## config.mk

```make
export PLATFORM = sky130hd
export DESIGN_NAME = load_store_unit
export DESIGN_NICKNAME = d
export VERILOG_FILES = /design/src/rtl/lsu_pkg.sv /design/src/rtl/lane_align.sv /design/src/rtl/load_store_unit.sv
export SDC_FILE = /design/constraint.sdc
export NUM_CORES = 1
export LEC_CHECK = 0
export CAP_MARGIN = 0
export CORE_MARGIN = 2
export CORE_UTILIZATION = 45
export CTS_CLUSTER_DIAMETER = 40
export DETAILED_ROUTE_END_ITERATION = 10
export PLACE_DENSITY = 0.85
export SYNTH_ARGS = -nofsm -noshare
export SYNTH_HDL_FRONTEND = slang
export SYNTH_SLANG_ARGS = --single-unit
```

## constraint.sdc

```tcl
create_clock -name clk -period 2.42 [get_ports clk]
set_clock_uncertainty 0.15 [all_clocks]
set_input_delay 0.242 -clock clk [delete_from_list [all_inputs] [get_ports clk]]
set_output_delay 0.242 -clock clk [all_outputs]
set_load 0.01 [all_outputs]
```

## src/rtl/lsu_pkg.sv

```systemverilog
// Shared encodings for the load/store unit: access opcodes, FSM states and
// request classification helpers.
package lsu_pkg;

  typedef enum logic [2:0] {
    OP_LW  = 3'b000,
    OP_LB  = 3'b001,
    OP_LBU = 3'b010,
    OP_LH  = 3'b011,
    OP_LHU = 3'b100,
    OP_SW  = 3'b101,
    OP_SB  = 3'b110,
    OP_SH  = 3'b111
  } op_t;

  typedef enum logic [1:0] {
    ST_IDLE  = 2'd0,
    ST_READ  = 2'd1,
    ST_WRITE = 2'd2,
    ST_DONE  = 2'd3
  } state_t;

  function automatic logic is_load(op_t op);
    return !(op inside {OP_SW, OP_SB, OP_SH});
  endfunction

  function automatic logic is_misaligned(op_t op, logic [1:0] lo);
    logic mis;
    case (op)
      OP_LH, OP_LHU, OP_SH: mis = lo[0];
      OP_LW, OP_SW:         mis = (lo != 2'b00);
      default:              mis = 1'b0;
    endcase
    return mis;
  endfunction

endpackage

```

## src/rtl/lane_align.sv

```systemverilog
// Little-endian lane handling: extracts and extends load data from a word,
// and merges store bytes/halfwords into a word for read-modify-write.
module lane_align
  import lsu_pkg::*;
(
  input  logic [2:0]  op,
  input  logic [1:0]  byte_sel,
  input  logic [31:0] word,
  input  logic [31:0] wdata,
  output logic [31:0] load_data,
  output logic [31:0] merged
);

  op_t         op_e;
  logic [7:0]  byte_lane;
  logic [15:0] half_lane;
  logic [3:0]  lane_en;

  assign op_e = op_t'(op);

  always_comb begin
    case (byte_sel)
      2'd0:    byte_lane = word[7:0];
      2'd1:    byte_lane = word[15:8];
      2'd2:    byte_lane = word[23:16];
      default: byte_lane = word[31:24];
    endcase
    half_lane = byte_sel[1] ? word[31:16] : word[15:0];

    case (op_e)
      OP_LW:   load_data = word;
      OP_LB:   load_data = {{24{byte_lane[7]}}, byte_lane};
      OP_LBU:  load_data = {24'd0, byte_lane};
      OP_LH:   load_data = {{16{half_lane[15]}}, half_lane};
      OP_LHU:  load_data = {16'd0, half_lane};
      default: load_data = 32'd0;
    endcase
  end

  always_comb begin
    lane_en = 4'b0000;
    case (op_e)
      OP_SB:   lane_en[byte_sel] = 1'b1;
      OP_SH:   lane_en = byte_sel[1] ? 4'b1100 : 4'b0011;
      default: lane_en = 4'b0000;
    endcase
  end

  // Odd lanes of a halfword store take the upper byte of the store data.
  generate
    for (genvar gi = 0; gi < 4; gi++) begin : g_lane
      logic [7:0] src;
      if (gi % 2 == 1) begin : g_odd
        assign src = (op_e == OP_SH) ? wdata[15:8] : wdata[7:0];
      end else begin : g_even
        assign src = wdata[7:0];
      end
      assign merged[8*gi +: 8] = lane_en[gi] ? src : word[8*gi +: 8];
    end
  endgenerate

endmodule

```

## src/rtl/load_store_unit.sv

```systemverilog
// Multi-cycle load/store unit between the core and a word-wide data memory;
// sub-word stores are done as read-modify-write.
module load_store_unit
  import lsu_pkg::*;
(
  input  logic        clk,
  input  logic        reset,
  input  logic        req,
  input  logic [2:0]  op,
  input  logic [31:0] addr,
  input  logic [31:0] wdata,
  input  logic [31:0] pc,
  output logic        busy,
  output logic        done,
  output logic [31:0] rdata,
  output logic        misalign,
  output logic [31:0] mem_addr,
  output logic        mem_we,
  output logic [31:0] mem_wd,
  input  logic [31:0] mem_rd,
  output logic [31:0] mem_pc
);

  state_t      state_reg, state_next;
  op_t         op_reg;
  op_t         op_in;
  logic [31:0] addr_reg, wdata_reg, pc_reg, word_reg, rdata_reg;
  logic        misalign_reg;
  logic        req_misaligned;
  logic [31:0] align_word, load_data, merged;

  assign op_in          = op_t'(op);
  assign req_misaligned = is_misaligned(op_in, addr[1:0]);

  // Loads extract straight from memory in READ; stores merge into the captured word.
  assign align_word = (state_reg == ST_READ) ? mem_rd : word_reg;

  lane_align u_lane_align (
    .op        (op_reg),
    .byte_sel  (addr_reg[1:0]),
    .word      (align_word),
    .wdata     (wdata_reg),
    .load_data (load_data),
    .merged    (merged)
  );

  always_ff @(posedge clk) begin
    if (reset) begin
      state_reg <= ST_IDLE;
    end else begin
      state_reg <= state_next;
    end
  end

  always_comb begin
    state_next = state_reg;
    case (state_reg)
      ST_IDLE: begin
        if (req) begin
          if (req_misaligned)      state_next = ST_DONE;
          else if (op_in == OP_SW) state_next = ST_WRITE;
          else                     state_next = ST_READ;
        end
      end
      ST_READ:  state_next = is_load(op_reg) ? ST_DONE : ST_WRITE;
      ST_WRITE: state_next = ST_DONE;
      default:  state_next = ST_IDLE;
    endcase
  end

  always_ff @(posedge clk) begin
    if (reset) begin
      op_reg       <= OP_LW;
      addr_reg     <= '0;
      wdata_reg    <= '0;
      pc_reg       <= '0;
      word_reg     <= '0;
      rdata_reg    <= '0;
      misalign_reg <= 1'b0;
    end else begin
      case (state_reg)
        ST_IDLE: begin
          if (req) begin
            op_reg    <= op_in;
            addr_reg  <= addr;
            wdata_reg <= wdata;
            pc_reg    <= pc;
            if (req_misaligned) begin
              misalign_reg <= 1'b1;
              rdata_reg    <= '0;
            end
          end
        end
        ST_READ: begin
          word_reg <= mem_rd;
          if (is_load(op_reg)) begin
            rdata_reg    <= load_data;
            misalign_reg <= 1'b0;
          end
        end
        ST_WRITE: begin
          rdata_reg    <= '0;
          misalign_reg <= 1'b0;
        end
        default: ;
      endcase
    end
  end

  assign busy     = (state_reg != ST_IDLE);
  assign done     = (state_reg == ST_DONE);
  assign rdata    = rdata_reg;
  assign misalign = misalign_reg;
  assign mem_addr = {addr_reg[31:2], 2'b00};
  assign mem_we   = (state_reg == ST_WRITE) && !reset;
  assign mem_wd   = (op_reg == OP_SW) ? wdata_reg : merged;
  assign mem_pc   = pc_reg;

endmodule
```

==> results.sh <==
export IMPL_switching_share_pct=36.55
export IMPL_grt_use_total_pct=30.57
export IMPL_path_delay_family="buffers and inverters"
export IMPL_boundaryPins=266
export IMPL_antenna_found_initial=0
export IMPL_final_cell_mix="230 x clkdlybuf4s50_1, 224 x nand2_1, 159 x dfxtp_1"
export IMPL_setup_ws_ns=-0.1317
export IMPL_finalCriticalPeriod_ns=2.552
export IMPL_syn_mean_instance_area_sq_um=8.255
export IMPL_yosysSeqAreaShare_pct=44.83
export IMPL_final_common_cell="clkdlybuf4s50_1"
export IMPL_synth_top_cell_by_area="dfxtp_1"
export IMPL_cp_max_fo=7
export IMPL_num_rows=46
export IMPL_die_area_sq_um=17520
export IMPL_maxCapViolCount=0
export IMPL_drc=0
export IMPL_die_y_um=132.4
export IMPL_core_sq_um=16000
export IMPL_seq_area_sq_um=3339
export IMPL_setup_viol=17
export IMPL_status="finished, violations left"
export IMPL_max_stage_delay_ns=0.33
export IMPL_p_per_area_nw_per_um2=1002
export IMPL_cp_num_buf_inv=5
export IMPL_n_antenna_cell=0
export IMPL_path_class="reg -> out"
export IMPL_post_drt_via_cell_ratio=5.548
export IMPL_initial_core_util_pct=46.33
export IMPL_postRouteAntennaNets=0
export IMPL_synth_seq_cells=166
export IMPL_max_freq_mhz=391.9
export IMPL_hp_class="in -> reg"
export IMPL_grt_overflow_total=0
export IMPL_cp_required_ns=2.03
export IMPL_synthArstFlopShare_pct=0
export IMPL_ys_dominant_reg_cell="dfxtp_1"
export IMPL_cts_sinks=166
export IMPL_grt_max_degree=64
export IMPL_cts_buffer_depth=2
export IMPL_layout_drive_gt1_share_pct=20.99
export IMPL_path_clk_slew_ns=0.07
export IMPL_multi_input_area_sq_um=3854
export IMPL_timing_final_crit_share_pct=105.4
export IMPL_dp_cells=1348
export IMPL_cts_tree="built"
export IMPL_syn_area_sq_um=7413
export IMPL_combPwrFrac_pct=46.2
export IMPL_layout_cells_non_filler=1412
export IMPL_gp_congestion=0.9038
export IMPL_htreeDepth=4
export IMPL_synth_cell_types=47
export IMPL_die_w_um=132.4
export IMPL_peakVddDrop_v=0.0006088
export IMPL_final_core_util_pct=72.84
export IMPL_clock_latency_ns=0.43
export IMPL_synthToLayoutAreaGrowth_pct=57.21
export IMPL_wl_per_cell_um=20.17
export IMPL_cp_slowest_cell="dfxtp_2"
export IMPL_hold_viol_final=0
export IMPL_synth_edff_count=0
export IMPL_dp_hpwl_um=18610
export IMPL_clockRootBuffer="clkbuf_16"
export IMPL_tightest_slew_ns=0.7815
export IMPL_ys_warn_count=0
export IMPL_p_leak_nw=4.619
export IMPL_p_clk_share_pct=24.1
export IMPL_critPathLaunchType="flip-flop"
export IMPL_yosys_area_top_type_share_pct=44.83
export IMPL_violations="setup timing"
export IMPL_io_buffers=263
export IMPL_cts_buffers=17
export IMPL_grt_pass1_wl_um=42010
export IMPL_first_global_vias=7608
export IMPL_synthCells=898
export IMPL_rsz0062_at_grt="yes"
export IMPL_slew_headroom_pct=47.90
export IMPL_critPathCaptureType="primary output"
export IMPL_n_fill_cell=1163
export IMPL_seqPwrFrac_pct=29.7
export IMPL_p_sw_mw=4.267
export IMPL_vias=7834
export IMPL_p_int_mw=7.408
export IMPL_cp_cell_sequence="inv_2 -> ha_4 -> buf_12 -> buf_12 -> mux2i_4 -> inv_2 -> mux2i_2 -> a21oi_1 -> buf_2"
export IMPL_synthTopCellsByArea="dfxtp_1 45%, nand2_1 11%, a21oi_1 9.1%, mux2_2 4.9%, mux2i_1 4.5%"
export IMPL_drv_slew=0
export IMPL_wirelength_um=28480
export IMPL_cp_arrival_ns=2.16
export IMPL_dr_pass1_iters=7
export IMPL_final_nets=1321
export IMPL_drt_iter0_drc=811
==> synthesized netlist by cell type (3+ instances only) <==
library cell	count
nand2_1	225
o2bb2ai_1	25
a221oi_1	7
dfxtp_1	166
a22o_1	7
a211oi_1	18
buf_2	7
inv_1	22
buf_6	3
a21oi_1	135
nor2b_1	17
o21ai_0	10
nor2_1	47
mux2_2	32
ha_1	4
nand3_1	3
buf_1	6
clkbuf_1	47
o211ai_1	17
mux2i_1	33
buf_4	33
==> logic make-up after synthesis <==
logic type      Yosys count  synth area share [%]
xor+xnor                  2                0.2363
compound gates          233                 19.73
simple gates            308                 16.89
fa+ha+maj                 4                0.6751
flops                   166                 44.83
buf+inv                 118                 8.067
mux                      66                 9.519
other cells               1               0.05058
==> area by class of cell <==
cell class / count / share of cell area (%)
sequential: 166 / 28.65
clock inverter: 15 / 1.535
timing repair buffer: 360 / 30.07
multi-input combinational: 616 / 33.07
tap: 216 / 2.319
clock buffer: 17 / 3.650
inverter: 22 / 0.7085
==> power groups by stage <==
stage / combinational [mW] / sequential [mW] / clock (mW)
floorplan: 2.30 / 3.48 / 0
global placement: 4.45 / 3.45 / 0
detailed placement: 4.52 / 3.46 / 0
CTS: 5.02 / 3.44 / 2.84
global route: 5.68 / 3.50 / 2.96
finish: 5.40 / 3.46 / 2.81
==> metrics by stage <==
stage | hold WS [ns] | power, mW | setup WS [ns] | area, sq um | TNS (ns)
after floorplan | 0.2280 | 5.779 | 0.2256 | 7417 | 0
after global placement | 0.2910 | 7.893 | -0.3801 | 10410 | -9.274
after detailed placement | 0.2955 | 7.983 | -0.4298 | 10410 | -10.90
after CTS | 0.1110 | 11.30 | -0.07863 | 11440 | -0.4417
after global routing | 0.1427 | 12.14 | -0.1838 | 11650 | -1.720
final | 0.1242 | 11.67 | -0.1317 | 11650 | -0.6002
==> path summary, 6_finish.rpt <==
| kind | end | cells after the start | from | slack (ns) |
|---|---|---|---|---|
| setup / recovery | mem_wd[19] | 9 | state_reg[1]$_SDFFE_PP0N_ | -0.13 |
| hold reg to reg | addr_reg[28]$_SDFFE_PP0P_ | 2 | addr_reg[28]$_SDFFE_PP0P_ | 0.30 |
| hold / removal | word_reg[0]$_SDFF_PP0_ | 2 | reset | 0.12 |
| setup reg to reg | rdata[19]$_SDFFE_PP0P_ | 11 | state_reg[1]$_SDFFE_PP0N_ | 0.04 |
==> metal layers <==
layer  global-route usage (%)  vias up  share of wire, %
met3                    10.15      119                10
met2                    51.84      461                48
met1                    35.50     3646                37
li1                         -     3608                 -
met4                    12.49        0               4.7
met5                        0        -                 0
==> what timing repair did <==
item                                    4_1_cts  5_1_grt
endpoints found under the setup margin       56       50
pin swaps                                     6        7
gates cloned                                  3        0
gates resized for setup                     204       42
hold buffers                                  0        0
setup buffers                                14       16
Note: power is estimated with default switching activity, not from simulation.
